--- src/rtl/ci_initiator.sv ---
// Initiator for a multi-cycle custom-instruction responder: one request in, one start/done
// transaction out, result plus timeout status returned on a valid/ready response port.
module ci_initiator #(
  parameter int DATA_W         = 32,
  parameter int TIMEOUT_CYCLES = 1024,
  parameter int HOLD_START     = 0,
  parameter int CNT_W          = 16
) (
  input  logic              clk,
  input  logic              rst,
  input  logic              enable,
  input  logic              req_valid,
  output logic              req_ready,
  input  logic [DATA_W-1:0] req_dataa,
  input  logic [DATA_W-1:0] req_datab,
  output logic              resp_valid,
  input  logic              resp_ready,
  output logic [DATA_W-1:0] resp_result,
  output logic              resp_timeout,
  output logic [CNT_W-1:0]  resp_cycles,
  output logic              ci_clk_en,
  output logic              ci_reset,
  output logic              ci_start,
  output logic [DATA_W-1:0] ci_dataa,
  output logic [DATA_W-1:0] ci_datab,
  input  logic              ci_done,
  input  logic [DATA_W-1:0] ci_result
);

  typedef enum logic [2:0] {RECOVER, IDLE, ISSUE, WAIT, RESP} state_t;

  localparam logic [CNT_W-1:0] TMO     = CNT_W'(TIMEOUT_CYCLES);
  localparam logic [CNT_W-1:0] CNT_ONE = CNT_W'(1);
  localparam logic [CNT_W-1:0] CNT_MAX = '1;

  state_t              state_q, state_d;
  logic [CNT_W-1:0]    cnt_q, cnt_d;
  logic [DATA_W-1:0]   dataa_q, dataa_d;
  logic [DATA_W-1:0]   datab_q, datab_d;
  logic [DATA_W-1:0]   result_q, result_d;
  logic                tmo_q, tmo_d;
  logic [CNT_W-1:0]    cycles_q, cycles_d;
  logic                rstp_q, rstp_d;

  always_ff @(posedge clk or negedge rst) begin
    if (!rst) begin
      state_q  <= RECOVER;
      cnt_q    <= '0;
      dataa_q  <= '0;
      datab_q  <= '0;
      result_q <= '0;
      tmo_q    <= 1'b0;
      cycles_q <= '0;
      rstp_q   <= 1'b0;
    end else begin
      state_q  <= state_d;
      cnt_q    <= cnt_d;
      dataa_q  <= dataa_d;
      datab_q  <= datab_d;
      result_q <= result_d;
      tmo_q    <= tmo_d;
      cycles_q <= cycles_d;
      rstp_q   <= rstp_d;
    end
  end

  always_comb begin
    state_d  = state_q;
    cnt_d    = cnt_q;
    dataa_d  = dataa_q;
    datab_d  = datab_q;
    result_d = result_q;
    tmo_d    = tmo_q;
    cycles_d = cycles_q;
    rstp_d   = 1'b0;
    case (state_q)
      RECOVER: state_d = IDLE;
      IDLE: begin
        if (req_valid && enable) begin
          dataa_d = req_dataa;
          datab_d = req_datab;
          cnt_d   = CNT_ONE;
          state_d = ISSUE;
        end
      end
      ISSUE: begin
        if (enable) begin
          if (ci_done) begin
            result_d = ci_result;
            tmo_d    = 1'b0;
            cycles_d = cnt_q;
            state_d  = RESP;
          end else begin
            cnt_d   = cnt_q + CNT_ONE;
            state_d = WAIT;
          end
        end
      end
      WAIT: begin
        // done takes priority over a timeout landing in the same cycle
        if (enable) begin
          if (ci_done) begin
            result_d = ci_result;
            tmo_d    = 1'b0;
            cycles_d = cnt_q;
            state_d  = RESP;
          end else if (cnt_q >= TMO) begin
            result_d = '0;
            tmo_d    = 1'b1;
            cycles_d = TMO;
            rstp_d   = 1'b1;
            state_d  = RESP;
          end else if (cnt_q != CNT_MAX) begin
            cnt_d = cnt_q + CNT_ONE;
          end
        end
      end
      RESP: begin
        if (resp_ready) state_d = IDLE;
      end
      default: state_d = RECOVER;
    endcase
  end

  assign req_ready    = (state_q == IDLE);
  assign resp_valid   = (state_q == RESP);
  assign resp_result  = result_q;
  assign resp_timeout = tmo_q;
  assign resp_cycles  = cycles_q;
  assign ci_clk_en    = enable;
  assign ci_reset     = (state_q == RECOVER) || rstp_q;
  assign ci_start     = (state_q == ISSUE) || ((state_q == WAIT) && (HOLD_START != 0));
  assign ci_dataa     = dataa_q;
  assign ci_datab     = datab_q;

endmodule

--- config.mk ---
export PLATFORM = sky130hd
export DESIGN_NAME = ci_initiator
export DESIGN_NICKNAME = d
export VERILOG_FILES = /design/src/rtl/ci_initiator.sv
export SDC_FILE = /design/constraint.sdc
export NUM_CORES = 1
export LEC_CHECK = 0
export CAP_MARGIN = 30
export CORE_UTILIZATION = 48
export CTS_BUF_LIST = sky130_fd_sc_hd__clkbuf_4
export CTS_CLUSTER_SIZE = 8
export DETAILED_ROUTE_END_ITERATION = 10
export PLACE_DENSITY = 0.88
export SYNTH_ARGS = -nofsm -noshare
export SYNTH_HDL_FRONTEND = slang
export SYNTH_SLANG_ARGS = --single-unit
--- constraint.sdc ---
create_clock -name clk -period 3.9 [get_ports clk]
set_clock_uncertainty 0.1 [all_clocks]
set_input_delay 0.78 -clock clk [delete_from_list [all_inputs] [get_ports clk]]
set_output_delay 0.78 -clock clk [all_outputs]
set_load 0.02 [all_outputs]
Word level (Yosys, flattened, before mapping)
Index checks and enable logic that the tools add are counted.
{"block": "classes", "addsub": 1, "mux": 38, "n_reduce_logical": 9, "order_cmp": 1, "eq_ne": 15}
{"op": "$mux 16", "n": 12}
{"op": "$mux 32", "n": 5}
{"op": "$pmux 32 s2", "n": 1}
{"op": "$pmux 16 s3", "n": 1}
{"op": "$pmux 16 s2", "n": 1}
{"op": "$mux 3", "n": 7}
{"op": "$add 16x1->16 const B", "n": 1}
{"op": "$ge 16x11->1 const B", "n": 1}
{"op": "$ne 16x16->1 const B", "n": 1}
{"op": "$pmux 3 s5", "n": 1}
{"op": "$ne 2x2->1 const B", "n": 6}
{"op": "$reduce_and 5->1", "n": 2}
{"op": "$mux 1", "n": 9}
{"op": "$reduce_and 8->1", "n": 1}
{"op": "$eq 3x2->1 const B", "n": 2}
{"op": "$ne 2x1->1 const B", "n": 3}
{"op": "$eq 3x1->1 const B", "n": 1}
{"op": "$eq 3x3->1 const B", "n": 1}
{"op": "$logic_not 3->1", "n": 1}
{"op": "$ne 3x3->1 const B", "n": 1}
{"op": "$reduce_bool 3->1", "n": 1}
{"op": "$pmux 1 s2", "n": 1}
{"op": "$reduce_and 2->1", "n": 1}
{"op": "$reduce_bool 2->1", "n": 1}
{"op": "other kinds (2)", "n": 2}
{"block": "word_totals", "regBits": 133, "output_inout_bits": 118, "inputBits": 102, "word_cells": 72}

Depth between registers and ports, before layout
Gate-level depths: netlist of the first run.
{"block": "depth", "word_depth": 6, "ltp_mapped": 8, "ltp_nobuf": 6}

Worst setup path after synthesis of the first run
Ideal clock, no wire load.
{"block": "synth_path", "kind": "input to register", "from": "input ci_done", "to": "register cnt_q[8]", "stages": 6, "setup_time_ns": 0.083, "arrival_time_ns": 2.182, "path_slack_ns": 1.535, "n_path_buf": 1, "required_ns": 3.717, "path_cell_list": "buf_2 -> or3b_1 -> a21oi_1 -> o21bai_1 -> or4_1 -> o21ai_0"}
{"block": "synth_between", "elab_chain_len": 2, "elab_cells_between_ends": 3, "classes_between": "eq/ne (2); reduce/logical (1)"}
{"element": "from (decl)", "line_no": "26", "source": "input logic ci_done,"}
{"element": "$ne 2x2->1 (no line)"}
{"element": "$reduce_and 8->1 (no line) (*)"}
{"element": "to (signal assigned)", "line_no": "57", "source": "cnt_q <= cnt_d;"}
{"element": "to (decl)", "line_no": "37", "source": "logic [CNT_W-1:0] cnt_q, cnt_d;"}
Mark *: on every way between the ends. The rest lies on a longest branch, timed or not.
A chain may end at the register's enable or synchronous reset.

Worst setup path in the final report of the first run
{"block": "layout_path", "from": "register state_q[2]", "to": "output ci_start"}
{"block": "layout_between", "elab_chain_len": 1}
{"element": "from (decl)", "line_no": "36", "source": "state_t state_q, state_d;"}
{"element": "from (signal assigned)", "line_no": "56", "source": "state_q <= state_d;"}
{"element": "$eq 3x2->1", "line_no": "132", "source": "assign ci_start = (state_q == ISSUE) || ((state_q == WAIT) && (HOLD_START != 0));"}
{"element": "to (decl)", "line_no": "23", "source": "output logic ci_start,"}
No other way between the ends.

==> results.py, run 1 <==
metrics = {
    "run_status": {
        "status": "completed",
    },
    "sta": {
        "grt_setup_unrepaired": "no",
        "finalHoldViolations": 0,
        "fin_setup_tns_ps": 0,
        "finalWorstPathRequiredPeriod_ps": 3144,
        "relSlewSlack_pct": 32.89,
        "period_share_pct": 80.62,
        "timing.final.setup_violations": 0,
        "maximum_clock_frequency_ghz": 0.3180,
        "timing_max_transition_violations_final": 0,
        "worst_slack_ps": 755.7,
        "worstMarginPinSlew_ps": 1007,
    },
    "synthesis": {
        "yosys_register_bits": 133,
        "synth_cells": 402,
        "netlist.area_leader.share_pct": 62.28,
        "synth_area_per_cell_um2": 13.29,
        "synth_seq_area_share_pct": 62.28,
        "yosys.area.top_type": "sky130_fd_sc_hd__dfrtp_1",
        "synth_warnings": 0,
        "synth_fp_nets": 506,
        "synth_area_leaders": "sky130_fd_sc_hd__dfrtp_1 (62%), sky130_fd_sc_hd__mux2_2 (12%), sky130_fd_sc_hd__a22o_1 (7.7%)",
        "syn-cell-area_um2": 5344,
        "synth_cell_types": 47,
    },
    "routing": {
        "finalWirelength_um": 14890,
        "drc": 0,
        "vias_per_cell": 5.427,
        "detail_route.iter0.violations": 238,
        "first_pass_iters": 4,
        "routed_vias": 4195,
        "antenna_violating_nets_post_route": 0,
        "avgRoutedWirePerCell_um": 19.26,
    },
    "finish": {
        "postLayoutCoreUtil_pct": 73.63,
        "layout.filler_cells": 719,
        "layout-area-overhead-vs-synth_pct": 49.36,
        "instances_no_fill": 773,
        "mostFrequentLayoutCell": "sky130_fd_sc_hd__clkdlybuf4s50_1",
        "ff_latch_area_um2": 3328,
        "layout_common_cells": "sky130_fd_sc_hd__clkdlybuf4s50_1 (218), sky130_fd_sc_hd__dfrtp_1 (133), sky130_fd_sc_hd__mux2_2 (59), sky130_fd_sc_hd__a22o_1 (47), sky130_fd_sc_hd__clkbuf_4 (20)",
        "final_nets": 724,
        "multi_input_comb_area_um2": 1861,
        "post_route_cells_drive_above_1_share_pct": 16.30,
    },
    "grt": {
        "grt.total_usage_pct": 26.23,
        "antenna_violations_before_repair": 1,
        "vias_in_the_first_global_route": 4073,
        "grt_overflow": 0,
        "grt_max_degree": 113,
        "first_pass_grt_wire_length_um": 22430,
    },
    "power": {
        "p_leak_nw": 3.365,
        "power.net_switching_w": 0.002360,
        "internal-power_w": 0.004129,
        "vdd_drop_max_uv": 439.5,
        "power.share.sequential_pct": 35.2,
        "clock_power_share_pct": 15.4,
        "total_power_consumption_of_the_routed_design_w": 0.006489,
        "p_per_area_nw_per_um2": 813.0,
        "switching_share_pct": 36.36,
        "comb_power_share_pct": 49.4,
    },
    "placement": {
        "dp_slack_ps": 737.1,
        "io_buffer_count": 219,
        "dp.cells": 739,
        "detailedPlacementHpwl_um": 10630,
        "gp_routability_congestion": 0.8747,
    },
    "clock_tree": {
        "post-cts-setup-buffer-count": 0,
        "cts-htree-levels": 4,
        "clock-root-buffer": "sky130_fd_sc_hd__clkbuf_4",
        "tritoncts": "done",
        "numCtsBuffers": 17,
        "cts_num_sinks": 133,
        "clk_slew_on_worst_s_h_paths_ps": 110,
        "max-clock-path-buffers": 2,
        "clkLatencyLatePin_ps": 530,
    },
    "floorplan": {
        "fp.dieW_um": 107.5,
        "fp-row-count": 38,
        "core_area_um2": 10840,
        "die_ar_um2": 11560,
        "die_h_um": 107.5,
        "initial_core_utilization_pct": 49.30,
        "design.portCount": 220,
    },
    "worst_setup_path": {
        "required_ps": 3020,
        "crit_chain": "nand2b_1 -> nor2_1 -> clkdlybuf4s50_1",
        "critical_path.endpoint_type": "primary output",
        "r2r.worst_path.cells": 4,
        "critPathLaunchType": "flip-flop",
        "worstPathMaxFanout": 16,
        "crit_path_max_incr_delay_ps": 620,
        "critical_path.slowest_cell": "sky130_fd_sc_hd__clkdlybuf4s50_1",
        "worst_ep_arrival_time_ps": 2260,
        "timing_worst_setup_path_type": "flip-flop to primary output",
    },
    "hold_path": {
        "hold_path_depth": 1,
        "worst_hold_path_type": "flip-flop to flip-flop",
    },
    "run": {
        "maxCapViolations": 0,
    },
}
-- critical path: cells and delay by family, from the launching register on --
kind                   cells  cell delay, ps
buffers and inverters      1             620
DFF                        1             570
and+or+nand+nor            2             540
-- power by group through the flow --
stage,Combinational [W],Sequential (W),Clock [W]
after global placement,0.00313,0.00226,0
after floorplan,0.00112,0.00289,0
after global routing,0.00338,0.00236,0.00108
final,0.00321,0.00228,0.000997
after CTS,0.00323,0.00229,0.00101
after detailed placement,0.00321,0.00231,0
-- logic make-up (layout without fill, tap and decap cells) --
logic type,Yosys count,in the layout,synth area share (%)
flops,133,133,62.28
fa+ha+maj,2,2,0.4682
simple gates,65,65,6.697
other cells,0,1,0
mux,64,64,13.49
compound gates,103,103,14.14
buf+inv,35,265,2.927
-- flip-flops by register name (all words and copies together), names as in the netlist --
name and cells:
resp_timeout 1, resp_cycles 16, rstp_q 1, resp_result 32, ci_dataa 32, state_q 3, cnt_q 16, ci_datab 32
-- cell usage after synthesis, drive strengths merged --
master,instances
a211o,1
a211oi,2
a21oi,12
a22o,47
a2bb2oi,1
a31oi,7
a32oi,1
a41oi,1
and3,3
and3b,1
and4,1
buf,17
clkbuf,9
dfrtp,133
ha,2
inv,9
mux2,64
nand2,17
nand2b,3
nand3,5
nand3b,1
nand4,5
nor2,13
nor2b,2
nor3,5
nor4,1
nor4bb,1
o211ai,3
o21ai,21
o21bai,1
o22a,2
o2bb2ai,1
o31ai,2
o41ai,1
or2,2
or3,1
or3b,1
or4,3
-- layer usage --
metal	track usage (%)	part of all wire, %	vias to the layer above
li1	-	-	1924
met1	30.52	38	2070
met2	45.05	53	171
met3	8.051	6.9	30
met4	10.47	2.6	0
met5	0	0	-
-- per-stage QoR --
| stage | area, µm² | hold slack (ps) |
|---|---|---|
| final | 7981 | 393.0 |
| after global placement | 7634 | 372.3 |
| after CTS | 7941 | 300.5 |
| after floorplan | 5344 | 382.7 |
| after detailed placement | 7634 | 374.1 |
| after global routing | 7981 | 433.1 |
-- layout make-up --
type,count,area share (%)
Tap cell,140,2.195
Timing Repair Buffer,225,28.48
Antenna cell,1,0.03135
Multi-Input combinational cell,234,23.31
Clock inverter,11,1.975
Sequential cell,133,41.70
Inverter,9,0.4233
Clock buffer,20,1.881
-- worst paths after layout --
path | to | slack, ps | startpoint
max reg2reg | resp_result[30] | 1300 | state_q[1]
min | ci_datab[12] | 390 | ci_datab[12]
max | ci_start | 760 | state_q[2]
min in group asynchronous | resp_result[6] | 490 | rst
min reg2reg | ci_datab[12] | 390 | ci_datab[12]
max in group asynchronous | resp_cycles[1] | 2280 | rst
-- timing repair --
item,4_1_cts,5_1_grt
gates resized for setup,0,0
hold buffers,0,1
endpoints found under the hold margin,0,6
(Power assumes the default switching activity.)
==> run 2, diff against run 1 <==
- CORE_UTILIZATION: 48 -> 44
- PLACE_DENSITY: 0.88 -> 0.82
- clock period: 3.9 -> 3.2 ns (I/O delays scaled with it)
==> run 2 against run 1 <==
  * The run now ends with DRC left
  * Largest cell class unchanged
  * Cell count increased by 0.52%
  * Sequential power increased by 22%
  * Non-clock buffer count increased by 2
  * Critical path type unchanged
  * Largest power group unchanged
  * Utilization decreased by 5.4 points
  * Wire length increased by 0.37%
==> results.py, run 2 (synthesized netlist as in run 1, its figures left out) <==
metrics = {
    "power": {
        "comb_power_share_pct": 51.1,
        "clock_power_share_pct": 12.5,
        "switching_share_pct": 37.07,
        "p_leak_nw": 3.328,
        "p_per_area_nw_per_um2": 966.5,
        "vdd_drop_max_uv": 419.3,
        "power.share.sequential_pct": 36.4,
        "internal-power_w": 0.004820,
        "power.net_switching_w": 0.002839,
        "total_power_consumption_of_the_routed_design_w": 0.007658,
    },
    "worst_setup_path": {
        "worstPathBufferInverterCount": 1,
        "critPathLaunchType": "flip-flop",
        "critical_path.slowest_cell": "sky130_fd_sc_hd__clkdlybuf4s50_1",
        "crit_family": "buffers and inverters",
        "required_ps": 2460,
        "crit_chain": "nand2b_1 -> nor2_1 -> clkdlybuf4s50_1",
        "critical_path.endpoint_type": "primary output",
        "worstPathMaxFanout": 16,
        "timing_worst_setup_path_type": "flip-flop to primary output",
        "crit_path_max_incr_delay_ps": 620,
        "worst_ep_arrival_time_ps": 2310,
    },
    "finish": {
        "layout.filler_cells": 860,
        "postLayoutCoreUtil_pct": 68.23,
        "final_nets": 726,
        "post_route_cells_drive_above_1_share_pct": 15.80,
        "layout_common_cells": "sky130_fd_sc_hd__clkdlybuf4s50_1 (218), sky130_fd_sc_hd__dfrtp_1 (133), sky130_fd_sc_hd__mux2_2 (59), sky130_fd_sc_hd__a22o_1 (47), sky130_fd_sc_hd__clkbuf_4 (22)",
        "layout-area-overhead-vs-synth_pct": 48.28,
        "mostFrequentLayoutCell": "sky130_fd_sc_hd__clkdlybuf4s50_1",
    },
    "grt": {
        "grt_overflow": 0,
        "first_pass_grt_wire_length_um": 23200,
        "vias_in_the_first_global_route": 4157,
        "grt_max_degree": 74,
        "antenna_violations_before_repair": 1,
        "grt.total_usage_pct": 24.44,
    },
    "sta": {
        "grt_setup_unrepaired": "no",
        "worst_slack_ps": 151.2,
        "hold-worst-slack_ps": 402.1,
        "maximum_clock_frequency_ghz": 0.3280,
        "timing_max_transition_violations_final": 0,
        "period_share_pct": 95.28,
        "finalWorstPathRequiredPeriod_ps": 3049,
        "timing.final.setup_violations": 0,
        "relSlewSlack_pct": 55.64,
        "fin_setup_tns_ps": 0,
        "worstMarginPinSlew_ps": 665.4,
        "finalHoldViolations": 0,
    },
    "run": {
        "maxCapViolations": 0,
    },
    "routing": {
        "detail_route.iter0.violations": 278,
        "avgRoutedWirePerCell_um": 19.23,
        "drc": 19,
        "antenna_violating_nets_post_route": 0,
        "routed_vias": 4288,
        "first_pass_iters": 10,
        "finalWirelength_um": 14940,
        "vias_per_cell": 5.519,
    },
    "floorplan": {
        "fp.dieW_um": 112.2,
        "die_h_um": 112.2,
        "fp-row-count": 39,
        "core_area_um2": 11610,
        "design.portCount": 220,
        "die_ar_um2": 12590,
        "initial_core_utilization_pct": 46.01,
    },
    "clock_tree": {
        "cts-resized-gates": 0,
        "tritoncts": "done",
        "numCtsBuffers": 17,
        "cts_num_sinks": 133,
        "clk_slew_on_worst_s_h_paths_ps": 100,
        "cts-htree-levels": 4,
        "clkLatencyLatePin_ps": 540,
        "clock-root-buffer": "sky130_fd_sc_hd__clkbuf_4",
        "max-clock-path-buffers": 2,
    },
    "placement": {
        "detailedPlacementHpwl_um": 10860,
        "io_buffer_count": 219,
        "gp_routability_congestion": 0.8564,
        "dp_slack_ps": 337.0,
    },
    "run_status": {
        "status": "complete, but fails checks",
        "failing_checks": "DRC",
    },
    "hold_path": {
        "worst_hold_path_type": "flip-flop to flip-flop",
    },
}
-- run 2: changes by cell type in the layout (fill, tap and decap cells not counted), sizes merged --
cell,previous run,this run
inv,10,9
bufinv,4,1
clkinvlp,0,1
buf,6,8
clkbuf,20,22
-- run 2: layer usage --
layer  part of all wire, %  up-vias  track usage, %
li1                      -     1924               -
met1                    38     2152           28.42
met2                    51      187           41.99
met3                   7.8       25           7.181
met4                   2.5        0           10.93
met5                     0        -               0
-- run 2: final cells by class --
cell class                      instances  area (µm²)  share of cell area [%]
Antenna cell                            1       2.502                 0.03158
Clock buffer                           22       165.2                   2.084
Clock inverter                          8       61.31                  0.7737
Inverter                                9       33.78                  0.4263
Multi-Input combinational cell        234        1861                   23.48
Sequential cell                       133        3328                   42.00
Tap cell                              143       178.9                   2.258
Timing Repair Buffer                  227        2293                   28.94
-- run 2: power by group through the flow --
stage                     registers [W]  logic [W]  clock network, W
after floorplan                 0.00352    0.00136                 0
after global placement          0.00277    0.00381                 0
after detailed placement        0.00283    0.00392                 0
after CTS                       0.00279    0.00393          0.000994
after global routing            0.00288    0.00411           0.00105
final                           0.00279    0.00391          0.000959
-- run 2: path summary, 6_finish.rpt --
path	start	endpoint	slack, ps	cells after the start
max	state_q[2]	ci_start	150	3
min	ci_datab[12]	ci_datab[12]	400	1
max reg2reg	state_q[1]	cnt_q[9]	750	5
min reg2reg	ci_datab[12]	ci_datab[12]	400	1
max in group asynchronous	rst	ci_dataa[2]	1560	3
min in group asynchronous	rst	resp_result[6]	580	2
-- run 2: repair_timing --
item	4_1_cts	5_1_grt
buffers inserted	0	0
hold buffers	1	0
hold endpoints to repair	19	0
-- run 2: per-stage QoR --
step                cell area [µm²]  std cells
floorplan                      5344        402
global placement               7665        744
detailed placement             7665        744
CTS                            7901        775
global route                   7924        777
finish                         7924        777
==> run 3, diff against run 2 <==
- SETUP_SLACK_MARGIN: unset -> 0.15
==> run 3 against run 2 <==
  * The flow still finishes with violations (DRC)
  * Register-to-register slack gained 30 ps
  * Utilization is essentially flat
  * Sequential cell count is the same
  * Hold slack is essentially flat
  * Cell count is the same
  * Power is essentially flat
  * Combinational power is essentially flat
  * Design area is essentially flat
  * First-iteration DRC count shrank 3.2%
  * Largest power group unchanged
==> results.py, run 3 (synthesized netlist as in run 1, its figures left out) <==
metrics = {
    "run_status": {
        "status": "complete, but fails checks",
        "failing_checks": "DRC",
    },
    "sta": {
        "maximum_clock_frequency_ghz": 0.3426,
        "worst_slack_ps": 280.7,
        "relSlewSlack_pct": 55.50,
        "worstMarginPinSlew_ps": 667.6,
        "grt_setup_unrepaired": "no",
        "hold-worst-slack_ps": 402.1,
        "finalWorstPathRequiredPeriod_ps": 2919,
        "timing_max_transition_violations_final": 0,
        "fin_setup_tns_ps": 0,
        "finalHoldViolations": 0,
        "timing.final.setup_violations": 0,
        "period_share_pct": 91.23,
    },
    "finish": {
        "mostFrequentLayoutCell": "sky130_fd_sc_hd__clkdlybuf4s50_1",
        "post_route_cells_drive_above_1_share_pct": 16.11,
        "layout.filler_cells": 860,
        "layout_common_cells": "sky130_fd_sc_hd__clkdlybuf4s50_1 (218), sky130_fd_sc_hd__dfrtp_1 (132), sky130_fd_sc_hd__mux2_2 (59), sky130_fd_sc_hd__a22o_1 (47), sky130_fd_sc_hd__clkbuf_4 (22)",
        "final_nets": 726,
        "multi_input_comb_area_um2": 1863,
        "layout-area-overhead-vs-synth_pct": 48.35,
        "postLayoutCellArea_um2": 7928,
        "instances_no_fill": 777,
        "ff_latch_area_um2": 3329,
    },
    "power": {
        "power.share.sequential_pct": 36.4,
        "switching_share_pct": 37.04,
        "clock_power_share_pct": 12.5,
        "p_leak_nw": 3.327,
        "vdd_drop_max_uv": 416.9,
        "comb_power_share_pct": 51.1,
        "internal-power_w": 0.004821,
        "power.net_switching_w": 0.002837,
        "p_per_area_nw_per_um2": 966.0,
    },
    "floorplan": {
        "design.portCount": 220,
        "die_ar_um2": 12590,
        "core_area_um2": 11610,
        "fp-row-count": 39,
        "fp.dieW_um": 112.2,
        "initial_core_utilization_pct": 46.01,
        "die_h_um": 112.2,
    },
    "clock_tree": {
        "tritoncts": "done",
        "cts-htree-levels": 4,
        "cts_num_sinks": 133,
        "max-clock-path-buffers": 2,
        "clk_slew_on_worst_s_h_paths_ps": 100,
        "numCtsBuffers": 17,
        "clock-root-buffer": "sky130_fd_sc_hd__clkbuf_4",
        "post-cts-setup-buffer-count": 0,
        "clkLatencyLatePin_ps": 540,
    },
    "routing": {
        "avgRoutedWirePerCell_um": 19.18,
        "finalWirelength_um": 14900,
        "first_pass_iters": 10,
        "routed_vias": 4289,
        "drc": 19,
        "antenna_violating_nets_post_route": 0,
        "vias_per_cell": 5.520,
        "detail_route.iter0.violations": 269,
    },
    "hold_path": {
        "worst_hold_path_type": "flip-flop to flip-flop",
    },
    "worst_setup_path": {
        "worst_ep_arrival_time_ps": 2180,
        "critical_path.slowest_cell": "sky130_fd_sc_hd__dfrtp_1",
        "critical_path.endpoint_type": "primary output",
        "required_ps": 2460,
        "timing_worst_setup_path_type": "flip-flop to primary output",
        "worstPathMaxFanout": 16,
        "crit_chain": "nand2b_1 -> nor2_1 -> clkdlybuf4s50_1",
        "worstPathBufferInverterCount": 1,
        "crit_family": "flip-flops",
        "rrSetupSlack_ps": 780,
        "crit_path_max_incr_delay_ps": 630,
        "critPathLaunchType": "flip-flop",
    },
    "grt": {
        "grt_max_degree": 74,
        "grt.total_usage_pct": 24.44,
        "first_pass_grt_wire_length_um": 23200,
        "grt_overflow": 0,
        "antenna_violations_before_repair": 1,
        "vias_in_the_first_global_route": 4159,
    },
    "placement": {
        "dp.cells": 744,
        "dp_slack_ps": 337.0,
        "place_area_um2": 7665,
        "detailedPlacementHpwl_um": 10860,
        "io_buffer_count": 219,
        "gp_routability_congestion": 0.8564,
    },
    "run": {
        "maxCapViolations": 0,
    },
}
[run 3: cell counts in the layout (fill, tap and decap cells not counted)]
Identical to the previous run, type by type.
[run 3: stage by stage]
step	total power, W	utilization (%)
detailed placement	0.006742	66.00
global placement	0.006582	66.00
CTS	0.007714	68.06
global route	0.008044	68.26
finish	0.007658	68.26
floorplan	0.004879	-
[run 3: area by class of cell]
| cell class | count | area share [%] |
|---|---|---|
| antenna | 1 | 0.03157 |
| clock buffer | 22 | 2.083 |
| clock inverter | 8 | 0.7734 |
| inverter | 9 | 0.4261 |
| multi-input combinational | 234 | 23.50 |
| sequential | 133 | 42.00 |
| tap | 143 | 2.257 |
| timing repair buffer | 227 | 28.93 |
[run 3: metal layers]
metal  GRT usage, %  share of wire, %  up-vias
li1               -                 -     1923
met1          28.42                38     2165
met2          41.99                51      174
met5              0                 0        -
met3          7.181               7.7       27
met4          10.93               2.5        0
[run 3: final timing paths]
check                                   from        endpoint  cells past startpoint
worst max-delay path              state_q[0]       req_ready                      3
worst min-delay path            ci_datab[12]    ci_datab[12]                      1
worst max register to register    state_q[1]        cnt_q[9]                      5
worst min register to register  ci_datab[12]    ci_datab[12]                      1
max in group asynchronous                rst     ci_dataa[2]                      3
min in group asynchronous                rst  resp_result[6]                      2
[run 3: repair_timing]
item | 4_1_cts | 5_1_grt
hold buffers | 1 | 0
resized for setup | 1 | 1
setup endpoints to repair | 1 | 1
endpoints found under the hold margin | 19 | 0
[run 3: power by group through the flow]
stage / Clock, W / Sequential [W] / Combinational [W]
after floorplan: 0 / 0.00352 / 0.00136
after global placement: 0 / 0.00277 / 0.00381
after detailed placement: 0 / 0.00283 / 0.00392
after CTS: 0.000994 / 0.00279 / 0.00393
after global routing: 0.00105 / 0.00288 / 0.00411
final: 0.000959 / 0.00279 / 0.00391
==> edit (settings of run 2) <==
Register the output `resp_timeout` once more, cleared by the reset; this adds one clock of latency there. The other outputs are not delayed to match.
--- a/src/rtl/ci_initiator.sv
+++ b/src/rtl/ci_initiator.sv
@@ -125,7 +125,13 @@
   assign req_ready    = (state_q == IDLE);
   assign resp_valid   = (state_q == RESP);
   assign resp_result  = result_q;
-  assign resp_timeout = tmo_q;
+  always_ff @(posedge clk or negedge rst) begin
+    if (!rst) begin
+      resp_timeout <= '0;
+    end else begin
+      resp_timeout <= tmo_q;
+    end
+  end
   assign resp_cycles  = cycles_q;
   assign ci_clk_en    = enable;
   assign ci_reset     = (state_q == RECOVER) || rstp_q;
Check against the original RTL: no difference found for any inputs over 4 cycles, from zero or initial values and one cycle with rst low; that may be too few to reach the edited logic, so the function may still have changed.
==> edit against run 2 <==
Sequential cell count grew 1; cell area grew 1.2%; synthesized area up 0.47%; setup slack better by 27 ps; global-route usage is 0.28 points higher; routed wire length shrank 2.1%; total power rose by 2.3%; sequential power barely moved; hold slack got worse by 110 ps; utilization up 0.52 points; critical path type unchanged.
==> edit: results (changes against run 2) <==
Clock network
  – Total CTS buffers: 17 (unchanged)
  – H-Tree Depth: 4 (unchanged)
  – Post-CTS Setup Inserts: 0 (unchanged)
  – Max Buffers Root-to-Sink: 2 (unchanged)
  – Clock root buffer master: clkbuf_4
  – Clk slew on worst S/H paths: 100 ps (about the same)
  – Clock Latency Late Sink: 540 ps (about the same)

Synth
  – Commonest cells post-synth: 134 x dfrtp_1, 59 x mux2_2, 47 x a22o_1, 17 x o21ai_0, 16 x nand2_1
  – Post-synthesis average cell area: 13.3 µm² (+0.22%)
  – Seq/Total Area, Yosys: 0.625 (+0.00176)
  – Netlist cell types: 47 (unchanged)
  – Synth area leaders: dfrtp_1 62%, mux2_2 12%, a22o_1 7.7%
  – Syn. warnings: 0 (unchanged)
  – Synth top area share: 0.625 (+0.00176)
  – Top_reg_cell synth: dfrtp_1
  – Post-Syn Nets: 507 (+0.20%)

Placement
  – GP Congestion: 0.819 (-4.4%)
  – IO buf count: 219 (unchanged)
  – Hpwl dp: 10700 µm (-1.1%)
  – Placed cell count: 744 (unchanged)
  – DP Worst Slack: 353 ps (+16.1 ps)

GRT
  – Initial antenna violation count: 3 (+2)
  – Total track usage: 0.247 (+0.00279)
  – Vias in the first global route: 4318 (+3.9%)
  – First-pass GRT wire length: 23400 µm (+0.98%)
  – Pin count of the biggest net entering global routing: 74 (unchanged)

Final layout
  – Layout cells sized above 1: 0.162 (+0.00423)
  – Fill count: 838 (-2.6%)

Worst setup path
  – CP startpoint: state_q[2]$_DFFE_PN0P_
  – Reg2Reg Setup Slack: 640 ps (-110 ps)
  – Reg2reg start: state_q[1]$_DFFE_PN0P_
  – RR Endpoint: resp_result[15]$_DFFE_PN0P_
  – Setup crit end: ci_start
  – Arrival time at the worst endpoint: 2280 ps (-30 ps)

Route
  – Drt first-iter violations: 237 (-15%)
  – First-pass detailed-route iteration total: 4 (-6)
  – Total wire length: 14600 µm (-2.1%)
  – Vias post-DR: 4169 (-2.8%)
  – Vias/cell: 5.35 (-3.0%)

Power and ir drop
  – Peak VDD IR: 403 µV (-4.0%)
  – Leak: 3.37 nW (+1.3%)

Timing
  – Hold WS: 296 ps (-106 ps)
  – Slew margin rel.: 0.593 (+0.0366)
  – Crit share post-route: 0.944 (-0.00832)

Min path
  – Hold Startpoint: tmo_q$_DFFE_PN0P_
  – Cells on Worst Hold Path: 0 (-1)
  – Worst Hold Path EP: resp_timeout$_DFF_PN0_

Outcome
  – Status: completed
edit: cell types whose count changed in the layout (fill, tap and decap cells not counted), sizes merged:
cell    change
bufinv      +2
clkinv      +3
dfrtp       +1
buf         -1
clkbuf      -3
edit: power breakdown:
part | switching [mW] | leakage, nW | internal [mW]
Clock | 0.581 | 0.156 | 0.541
Sequential | 0.430 | 1.66 | 2.37
Combinational | 1.85 | 1.55 | 2.06
Total | 2.86 | 3.37 | 4.98
edit: worst max-delay path, cell delays in order, from the launching register on:
cell and delay, ps:
dfrtp_1 580, nand2b_2 360, nor2_1 180, clkdlybuf4s50_1 630
edit: kinds of logic after synthesis:
family / Yosys count / synth area share
buf+inv: 35 / 0.0291
simple gates: 65 / 0.0667
mux: 64 / 0.134
fa+ha+maj: 2 / 0.00466
compound gates: 103 / 0.141
flops: 134 / 0.625
edit: per-layer routing:
layer / part of all wire / up-vias / global-route usage
met5: 0.0012 / - / 0
met4: 0.030 / 2 / 0.108
met3: 0.080 / 34 / 0.0940
met2: 0.50 / 181 / 0.418
met1: 0.39 / 2025 / 0.280
li1: - / 1927 / -
edit: layout make-up:
class                           count  area share
Sequential cell                   134       0.418
Clock inverter                     13      0.0172
Tap cell                          143      0.0223
Timing Repair Buffer              226       0.288
Inverter                            9     0.00421
Antenna cell                        1    0.000312
Multi-Input combinational cell    234       0.232
Clock buffer                       19      0.0178
edit: through the flow:
stage / instance area, µm² / utilization
6_report: 8020 / 0.687
5_1_grt: 8020 / 0.687
4_1_cts: 7990 / 0.685
3_5_place_dp: 7690 / 0.660
3_3_place_gp: 7690 / 0.660
2_1_floorplan: 5370 / -
